$ cat config.mk
export PLATFORM = sky130hd
export DESIGN_NAME = updown_mod_counter_flat
export DESIGN_NICKNAME = d
export VERILOG_FILES = /design/src/rtl/updown_mod_counter_if.sv /design/src/rtl/updown_mod_counter.sv /design/src/flat_wrapper.sv
export SDC_FILE = /design/constraint.sdc
export NUM_CORES = 1
export LEC_CHECK = 0
export CORE_AREA = 2 2 39 41
export CTS_BUF_LIST = sky130_fd_sc_hd__clkbuf_8
export CTS_CLUSTER_SIZE = 14
export DETAILED_ROUTE_END_ITERATION = 8
export DIE_AREA = 0 0 41 43
export PLACE_DENSITY = 0.64
export SYNTH_ARGS = -nofsm -noshare
export SYNTH_HDL_FRONTEND = slang
export SYNTH_SLANG_ARGS = --single-unit
$ cat constraint.sdc
create_clock -name clk -period 1.8 [get_ports clk]
set_clock_uncertainty 0.15 [all_clocks]
set_input_delay 0.18 -clock clk [delete_from_list [all_inputs] [get_ports clk]]
set_output_delay 0.18 -clock clk [all_outputs]
set_load 0.03 [all_outputs]
$ cat src/rtl/updown_mod_counter_if.sv
// Control and status bundle for updown_mod_counter.
// The master drives count controls; the slave (the counter) returns the count and flags.
interface updown_mod_counter_if #(
    parameter int unsigned WIDTH = 4
) ();
    logic             en;
    logic             up_dn;
    logic             load;
    logic [WIDTH-1:0] load_val;
    logic [WIDTH-1:0] count;
    logic             tc;
    logic             zero;

    modport master (
        output en, up_dn, load, load_val,
        input  count, tc, zero
    );

    modport slave (
        input  en, up_dn, load, load_val,
        output count, tc, zero
    );
endinterface

$ cat src/rtl/updown_mod_counter.sv
// Modulo-(MAX_VAL+1) up/down counter with prescaled stepping, synchronous load,
// wrap or saturate at the boundaries, a registered terminal-count pulse and a zero flag.
module updown_mod_counter #(
    parameter int unsigned WIDTH     = 4,
    parameter int unsigned MAX_VAL   = 15,
    parameter int unsigned RESET_VAL = 15,
    parameter bit          SATURATE  = 1'b0,
    parameter int unsigned PRESCALE  = 1
) (
    input logic                  clk,
    input logic                  reset,
    updown_mod_counter_if.slave  bus
);
    localparam int unsigned PreW = (PRESCALE > 1) ? $clog2(PRESCALE) : 1;
    localparam logic [WIDTH-1:0] MaxV    = WIDTH'(MAX_VAL);
    localparam logic [WIDTH-1:0] ResetV  = WIDTH'(RESET_VAL);
    localparam logic [PreW-1:0]  PreLast = PreW'(PRESCALE - 1);

    logic [WIDTH-1:0] count_q, count_d;
    logic [PreW-1:0]  pre_q, pre_d;
    logic             tc_q, tc_d;
    logic             step;

    always_comb begin
        count_d = count_q;
        pre_d   = pre_q;
        tc_d    = 1'b0;
        step    = 1'b0;

        if (bus.load) begin
            count_d = (bus.load_val > MaxV) ? MaxV : bus.load_val;
            pre_d   = '0;
        end else if (bus.en) begin
            step  = (pre_q == PreLast);
            pre_d = step ? '0 : pre_q + 1'b1;
        end

        // Boundary steps pulse tc in both modes; saturate just refuses to move.
        if (step) begin
            if (bus.up_dn) begin
                if (count_q == MaxV) begin
                    tc_d    = 1'b1;
                    count_d = SATURATE ? MaxV : '0;
                end else begin
                    count_d = count_q + 1'b1;
                end
            end else begin
                if (count_q == '0) begin
                    tc_d    = 1'b1;
                    count_d = SATURATE ? '0 : MaxV;
                end else begin
                    count_d = count_q - 1'b1;
                end
            end
        end
    end

    always_ff @(posedge clk or posedge reset) begin
        if (reset) begin
            count_q <= ResetV;
            pre_q   <= '0;
            tc_q    <= 1'b0;
        end else begin
            count_q <= count_d;
            pre_q   <= pre_d;
            tc_q    <= tc_d;
        end
    end

    assign bus.count = count_q;
    assign bus.tc    = tc_q;
    assign bus.zero  = (count_q == '0);
endmodule

$ cat src/flat_wrapper.sv
// flat-port wrapper written by rule: the top's interface ports become plain ports
module updown_mod_counter_flat 
#(
    parameter int unsigned WIDTH     = 4,
    parameter int unsigned MAX_VAL   = 15,
    parameter int unsigned RESET_VAL = 15,
    parameter bit          SATURATE  = 1'b0,
    parameter int unsigned PRESCALE  = 1
)
  (clk, reset, bus_en, bus_up_dn, bus_load, bus_load_val, bus_count, bus_tc, bus_zero);
  updown_mod_counter_if #(.WIDTH(WIDTH)) bus_i ();
  input logic clk;
  input logic reset;
  input wire logic [$bits(bus_i.en)-1:0] bus_en;
  input wire logic [$bits(bus_i.up_dn)-1:0] bus_up_dn;
  input wire logic [$bits(bus_i.load)-1:0] bus_load;
  input wire logic [$bits(bus_i.load_val)-1:0] bus_load_val;
  output wire logic [$bits(bus_i.count)-1:0] bus_count;
  output wire logic [$bits(bus_i.tc)-1:0] bus_tc;
  output wire logic [$bits(bus_i.zero)-1:0] bus_zero;
  assign bus_i.en = bus_en;
  assign bus_i.up_dn = bus_up_dn;
  assign bus_i.load = bus_load;
  assign bus_i.load_val = bus_load_val;
  assign bus_count = bus_i.count;
  assign bus_tc = bus_i.tc;
  assign bus_zero = bus_i.zero;
  updown_mod_counter #(.WIDTH(WIDTH), .MAX_VAL(MAX_VAL), .RESET_VAL(RESET_VAL), .SATURATE(SATURATE), .PRESCALE(PRESCALE)) u_core (.clk(clk), .reset(reset), .bus(bus_i));
endmodule
; ---- Yosys cells after proc, flatten, opt, wreduce, memory -nomap -nowiden
; Index checks and enable logic that the tools add are counted.
[totals]
register_bits = 6
latch_bits = 0
mem_bits_rw = 0
mem_bits_ro = 0
input_bits = 9
output_inout_bits = 6
word_cells = 27
mem_count = 0
[classes]
addsub = 3
mul = 0
div = 0
magnitude_cmp = 1
n_eq_ne = 1
shifts = 0
mux = 15
bitwise = 1
n_reduce_logical = 3
[ops]
columns = op, n
row1 = two-way mux 4 bit, 6
row2 = two-way mux 1 bit, 9
row3 = "adder 4 x 1 -> 4 bit, second input constant", 1
row4 = "== test 4 bit, second input constant", 1
row5 = "greater-than comparator 4 bit, second input constant", 1
row6 = zero test 4 bit, 1
row7 = nonzero test 2 bit, 2
row8 = "subtractor 4 x 1 -> 4 bit, second input constant", 1
row9 = "adder 1 bit, second input constant", 1
row10 = inverter 1 bit, 1

; ---- Logic depth before layout (Yosys ltp)
; Gate-level depths: netlist of the first run.
[logic_depth]
ltp_word = 4
ltp_mapped = 6
mapped_depth_nobuf = 6

; ---- Least setup slack after synthesis of the first run
; Ideal clock, no wire load.
[synth_path]
path_type = register to register
start = reg u_core.count_q[0] (netlist: u_core.bus.count[0])
end = reg u_core.count_q[2] (netlist: u_core.bus.count[2])
setup_time_ns = 0.093
arrival_ns = 1.484
required_time_ns = 1.557
setup_slack_ns = 0.073
path_stages_with_launch = 7
n_path_buf = 0
period_less_slack_ns = 1.727
path_cell_list = dfstp_2 -> inv_1 -> ha_1 -> nor2b_1 -> o21ai_0 -> xor2_1 -> o21ai_0
[synth_between]
elab_chain_cells = 4
word_cells_on_any_way = 8
classes_between = add/sub: 2 / eq/ne: 1 / mux: 4 / reduce/logical: 1
[synth_rtl]
columns = item, line_no
row1 = "start, declared", updown_mod_counter.sv:19  ; logic [WIDTH-1:0] count_q, count_d;
row2 = "start signal, assigned", updown_mod_counter.sv:60  ; count_q <= ResetV;
row3 = "start signal, assigned", updown_mod_counter.sv:64  ; count_q <= count_d;
row4 = subtractor 4 x 1 -> 4 bit (tied with other cells), updown_mod_counter.sv:52  ; count_d = count_q - 1'b1;
row5 = two-way mux 4 bit (on tied branches), "updown_mod_counter.sv:48, updown_mod_counter.sv:41"
row6 = two-way mux 4 bit *, updown_mod_counter.sv:40  ; if (bus.up_dn) begin
row7 = two-way mux 4 bit *, updown_mod_counter.sv:39  ; if (step) begin
; Every way passes the cells marked *; elsewhere a longest branch is shown, timed or not.
; A chain may end at the register's enable or synchronous reset.

; ---- Worst setup path after layout of the first run
; Same ends and word-level chain as after synthesis.

==> results.sh, run 1 <==
export IMPL_outcome="finished, final reports clean"
export IMPL_end_kind="flop"
export IMPL_setup_viol=0
export IMPL_syn_cell_area_um2=370
export IMPL_drt_pre_antenna_iters=4
export IMPL_pin_count=15
export IMPL_place_detailed_instances=79
export IMPL_die_width_um=41
export IMPL_internal_power_uw=360
export IMPL_synth_seq_cells=5
export IMPL_portBuffers=14
export IMPL_yosys_warnings=0
export IMPL_seqPwrFrac_pct=27.4
export IMPL_synth_top_area_share_pct=28.4
export IMPL_placed_cell_area_um2=564
export IMPL_tns_ns=0
export IMPL_die_h_um=43
export IMPL_coreArea_mm2=0.00138
export IMPL_reg2reg_slack_ns=0.1
export IMPL_num_rows=14
export IMPL_num_vias=413
export IMPL_fin_area_um2=599
export IMPL_wire_per_inst_um=11.3
export IMPL_grt_max_degree=11
export IMPL_relSlewSlack_pct=78.1
export IMPL_antenna_left=0
export IMPL_tightest_slew_ns=0.327
export IMPL_path_cells="inv_1 -> ha_1 -> buf_4 -> nor2b_1 -> o21ai_0 -> xor2_1 -> o21ai_0"
export IMPL_grt_first_pass_wirelength_um=1610
export IMPL_timing_fmax_mhz=588
export IMPL_yosysMostFrequentCell="o21ai_0"
export IMPL_syn_area_per_cell_um2=8.23
export IMPL_sw_frac_of_total_pct=31.5
export IMPL_antennaDiodeCount=0
export IMPL_fin_total_pwr_uw=525
export IMPL_crit_top_cell="o21ai_0"
export IMPL_worstPathArrival_ns=1.69
export IMPL_clock_latency_ns=0.23
export IMPL_maxSlewViolCount=0
export IMPL_crit_required_ns=1.79
export IMPL_synthCells=45
export IMPL_p_switching_uw=166
export IMPL_drc=0
export IMPL_clock_path_buffers=2
export IMPL_ys_types=24
export IMPL_cts_clk_slew_worst_paths_ns=0.04
export IMPL_root_buffer="clkbuf_8"
export IMPL_place_congestion=0.782
export IMPL_drt_iter0_drc=15
export IMPL_async_flop_share_pct=100
export IMPL_p_leak_nw=0.275
export IMPL_grt_pass1_vias=377
export IMPL_period_share_pct=94.6
export IMPL_stdcell_count=83
export IMPL_nets=79
export IMPL_multi_input_area_um2=221
export IMPL_synth_flop_cell="dfstp_2"
export IMPL_crit_path_start_kind="flop"
export IMPL_cts_tree="done"
export IMPL_maxCapViolations=0
export IMPL_gr_total_overflow=0
export IMPL_viasPerCell=4.98
export IMPL_hp_class="primary input to async pin"
export IMPL_cpPeakStageDelay_ns=0.52
export IMPL_fin_crit_ns=1.70
export IMPL_hpwlAfterDp_um=724
export IMPL_synth_area_leaders="dfstp_2 28%, dfrtp_1 6.8%, ha_1 6.8%"
export IMPL_drt_wl_total_um=941
export IMPL_syn_num_nets=56
export IMPL_fp_dieArea_mm2=0.00176
export IMPL_path_max_fanout=3
export IMPL_start_util_pct=26.8
export IMPL_grtUsageTotal_pct=14.4
export IMPL_ys_seq_area_share_pct=35.1
export IMPL_synth_edff_count=0
export IMPL_h_tree_depth=1
export IMPL_postCtsSetupRepairBufs=0
export IMPL_hold_viol_final=0
export IMPL_synthTopCellsByCount="5 x o21ai_0, 4 x a21oi_1, 4 x dfstp_2, 4 x inv_1, 4 x nand2_1"
export IMPL_cts_sinks=5
export IMPL_critPathBufInv=2
export IMPL_ir_drop_mv=0.410
export IMPL_ff_latch_area_um2=130
export IMPL_drive_above_1_share_pct=20.9
export IMPL_path_delay_family="flip-flops"
export IMPL_path_class="flop to flop"
export IMPL_cts_buffers_inserted=3
export IMPL_cpMaxStageDelayCell="dfstp_2"
export IMPL_combPwrFrac_pct=32.9
export IMPL_antenna_found_initial=0
export IMPL_nFillCells=148
export IMPL_pwr_density_cell_mw_per_mm2=876
export IMPL_clock_power_share_pct=39.6
export IMPL_yosys_area_top_type="dfstp_2"
export IMPL_area_growth_pct=61.8
export IMPL_rsz0062_at_grt="no"
what timing repair did:
action                     in CTS  in global routing
hold buffers                    0                  0
resized for setup               5                  2
setup endpoints to repair       5                  1
path summary, 6_finish.rpt:
check	endpoint	depth (start not counted)	startpoint
worst max register to register	u_core.bus.count[2]$_DFFE_PP1P_	7	u_core.bus.count[0]$_DFFE_PP1P_
min in group clk	u_core.bus.count[0]$_DFFE_PP1P_	3	bus_load_val[0]
max in group asynchronous	u_core.bus.count[0]$_DFFE_PP1P_	2	reset
worst min-delay path	u_core.bus.tc$_DFF_PP0_	2	reset
worst max-delay path	u_core.bus.count[2]$_DFFE_PP1P_	7	u_core.bus.count[0]$_DFFE_PP1P_
worst min register to register	u_core.bus.count[2]$_DFFE_PP1P_	2	u_core.bus.count[2]$_DFFE_PP1P_
area by class of cell:
class | count | area share [%]
Clock buffer | 3 | 6.89
Clock inverter | 1 | 0.626
Inverter | 4 | 2.51
Multi-Input combinational cell | 35 | 37.0
Sequential cell | 5 | 21.7
Tap cell | 16 | 3.34
Timing Repair Buffer | 19 | 28.0
power by group through the flow:
stage | combinational [mW] | clock, mW | sequential, mW
after floorplan | 0.0694 | 0 | 0.179
after global placement | 0.183 | 0 | 0.145
after detailed placement | 0.184 | 0 | 0.145
after CTS | 0.175 | 0.216 | 0.144
after global routing | 0.190 | 0.223 | 0.146
final | 0.173 | 0.208 | 0.144
sequential cells by signal, summed over array words and instances, names as in the netlist:
register          cells
u_core.bus.count      4
u_core.bus.tc         1
kinds of logic (layout without fill, tap and decap cells):
kind of cell	after synthesis	after routing	synth area share, %
flip-flops	5	5	35.1
adder cells (fa/ha/maj)	2	2	6.76
AND/OR/NAND/NOR	15	15	22.0
buffers and inverters	5	27	5.07
AO/OA/AOI/OAI	16	16	26.4
XOR/XNOR	2	2	4.73
cells in the final DEF (no fill, tap or decap), drive strengths merged, types with 2 or more instances in the layout:
cell type | Yosys | final
and2 | 2 | 2
clkdlybuf4s50 | 0 | 9
o21ai | 6 | 6
buf | 1 | 5
a22oi | 2 | 2
ha | 2 | 2
clkbuf | 0 | 4
dlygate4sd2 | 0 | 4
inv | 4 | 5
a21oi | 4 | 4
nand2 | 4 | 4
nor2 | 2 | 2
xor2 | 2 | 2
dfstp | 4 | 4
through the flow:
step / utilization, % / hold slack, ns / worst slack [ns]
finish: 43.3 / 0.0113 / 0.0980
global route: 43.3 / 0.0348 / 0.0161
CTS: 43.6 / 0.0121 / 0.0101
detailed placement: 40.8 / 0.247 / 0.0142
global placement: 40.8 / 0.250 / 0.0285
floorplan: - / -0.194 / 0.0734
layer usage:
metal	vias up	part of all wire [%]	GRT usage (%)
met2	15	49	20.3
met1	191	43	15.6
li1	205	-	-
met4	0	1.8	10.0
met3	2	7.0	7.85
met5	-	0	0
No activity file was read; power rests on OpenSTA's default activity.
==> inputs of run 2 (changes only) <==
CTS_CLUSTER_SIZE = not set   (was 14)
PLACE_DENSITY = 0.66   (was 0.64)
clock period = 1.45 ns   (was 1.8 ns; I/O delays follow)
==> results.sh, run 2 (synthesis results as in run 1) <==
export IMPL_drive_above_1_share_pct=57.9
export IMPL_drt_iter0_drc=2
export IMPL_die_width_um=41
export IMPL_fin_total_pwr_uw=784
export IMPL_path_cells="buf_6 -> buf_6 -> nand3_2 -> o21ai_2 -> a21oi_2 -> o41ai_2"
export IMPL_pre_cts_ws_ns=-0.256
export IMPL_maxSlewViolCount=0
export IMPL_hpwlAfterDp_um=784
export IMPL_viasPerCell=5.01
export IMPL_coreArea_mm2=0.00138
export IMPL_layout_common_cells="10 x buf_4, 8 x clkdlybuf4s50_1, 8 x buf_6"
export IMPL_maxCapViolations=0
export IMPL_cts_sinks=5
export IMPL_place_congestion=0.683
export IMPL_cpPeakStageDelay_ns=0.53
export IMPL_clock_latency_ns=0.21
export IMPL_nFillCells=129
export IMPL_end_kind="flop"
export IMPL_antenna_left=0
export IMPL_gr_total_overflow=0
export IMPL_relSlewSlack_pct=78.8
export IMPL_cts_buffers_inserted=3
export IMPL_tightest_slew_ns=0.314
export IMPL_hp_class="primary input to flop"
export IMPL_portBuffers=14
export IMPL_nets=88
export IMPL_worst_slack_ns=-0.172
export IMPL_num_vias=461
export IMPL_period_share_pct=112
export IMPL_grt_max_degree=8
export IMPL_start_util_pct=26.8
export IMPL_antenna_found_initial=0
export IMPL_root_buffer="clkbuf_8"
export IMPL_final_util_pct=57.6
export IMPL_setup_viol=5
export IMPL_fin_crit_ns=1.62
export IMPL_cts_tree="done"
export IMPL_crit_top_cell="buf_6"
export IMPL_grt_pass1_vias=459
export IMPL_path_class="flop to flop"
export IMPL_largest_register_ffs=4
export IMPL_wire_per_inst_um=15.2
export IMPL_worstPathArrival_ns=1.57
export IMPL_die_h_um=43
export IMPL_pin_count=15
export IMPL_antennaDiodeCount=0
export IMPL_whs_ns=0.298
export IMPL_outcome="complete, but fails checks"
export IMPL_mostFrequentLayoutCell="buf_4"
export IMPL_tns_ns=-0.533
export IMPL_h_tree_depth=1
export IMPL_crit_required_ns=1.40
export IMPL_drc=0
export IMPL_ir_drop_mv=0.698
export IMPL_drt_pre_antenna_iters=2
export IMPL_area_growth_pct=115
export IMPL_p_leak_nw=0.345
export IMPL_fp_dieArea_mm2=0.00176
export IMPL_drt_wl_total_um=1400
export IMPL_num_rows=14
export IMPL_violations="negative setup slack"
export IMPL_hold_viol_final=0
export IMPL_cpMaxStageDelayCell="dfstp_2"
export IMPL_cts_clk_slew_worst_paths_ns=0.03
export IMPL_clock_path_buffers=2
export IMPL_timing_fmax_mhz=616
export IMPL_path_max_fanout=3
export IMPL_rsz0062_at_grt="yes"
export IMPL_grtUsageTotal_pct=16.4
export IMPL_pwr_density_cell_mw_per_mm2=983
export IMPL_crit_path_start_kind="flop"
export IMPL_grt_first_pass_wirelength_um=1930
==> run 2: worst max-delay path: cells and delay by family (launching register included) <==
| family | cells | cell delay (ns) |
|---|---|---|
| AOI/OAI and AO/OA | 3 | 0.54 |
| buffers and inverters | 2 | 0.21 |
| DFF | 1 | 0.53 |
| and+or+nand+nor | 1 | 0.08 |
==> run 2: metal layers <==
layer / up-vias / GRT usage [%] / wire (um)
met2: 17 / 27.8 / 751
li1: 223 / - / -
met1: 219 / 19.0 / 579
met5: - / 0 / 0
met3: 2 / 6.28 / 60
met4: 0 / 2.00 / 5
==> run 2: worst paths after layout <==
check	start	cells past startpoint	endpoint	slack, ns
min in group asynchronous	reset	3	u_core.bus.tc$_DFF_PP0_	0.53
max in group asynchronous	reset	3	u_core.bus.count[1]$_DFFE_PP1P_	0.39
setup / recovery	u_core.bus.count[1]$_DFFE_PP1P_	6	u_core.bus.count[3]$_DFFE_PP1P_	-0.17
setup reg to reg	u_core.bus.count[1]$_DFFE_PP1P_	6	u_core.bus.count[3]$_DFFE_PP1P_	-0.17
hold reg to reg	u_core.bus.count[2]$_DFFE_PP1P_	3	u_core.bus.count[2]$_DFFE_PP1P_	0.59
hold / removal	bus_load_val[0]	3	u_core.bus.count[0]$_DFFE_PP1P_	0.30
==> run 2: report_power, final <==
| group | total [mW] | internal [mW] | switching (mW) | leakage (nW) |
|---|---|---|---|---|
| registers | 0.175 | 0.165 | 0.00962 | 0.0559 |
| clock network | 0.240 | 0.181 | 0.0597 | 0.0269 |
| logic | 0.368 | 0.187 | 0.181 | 0.262 |
| total | 0.784 | 0.533 | 0.251 | 0.345 |
==> run 2: timing repair <==
| action | 4_1_cts | 5_1_grt |
|---|---|---|
| buffers inserted | 4 | 1 |
| resized for setup | 21 | 15 |
| endpoints found under the hold margin | 1 | 0 |
| hold buffers | 1 | 0 |
| pin swaps | 8 | 5 |
| setup endpoints to repair | 6 | 8 |
==> run 2: area by class of cell <==
cell class	count	area (um2)	area share, %
inverter	4	15.0	1.88
clock inverter	1	3.75	0.471
clock buffer	3	41.3	5.18
timing repair buffer	28	264	33.1
multi-input combinational	35	323	40.5
tap	16	20.0	2.51
sequential	5	130	16.3
==> run 2: stage by stage <==
stage | instances | instance area (um2)
3_3_place_gp | 83 | 597
3_5_place_dp | 83 | 597
6_report | 92 | 797
4_1_cts | 92 | 732
2_1_floorplan | 45 | 383
5_1_grt | 92 | 797
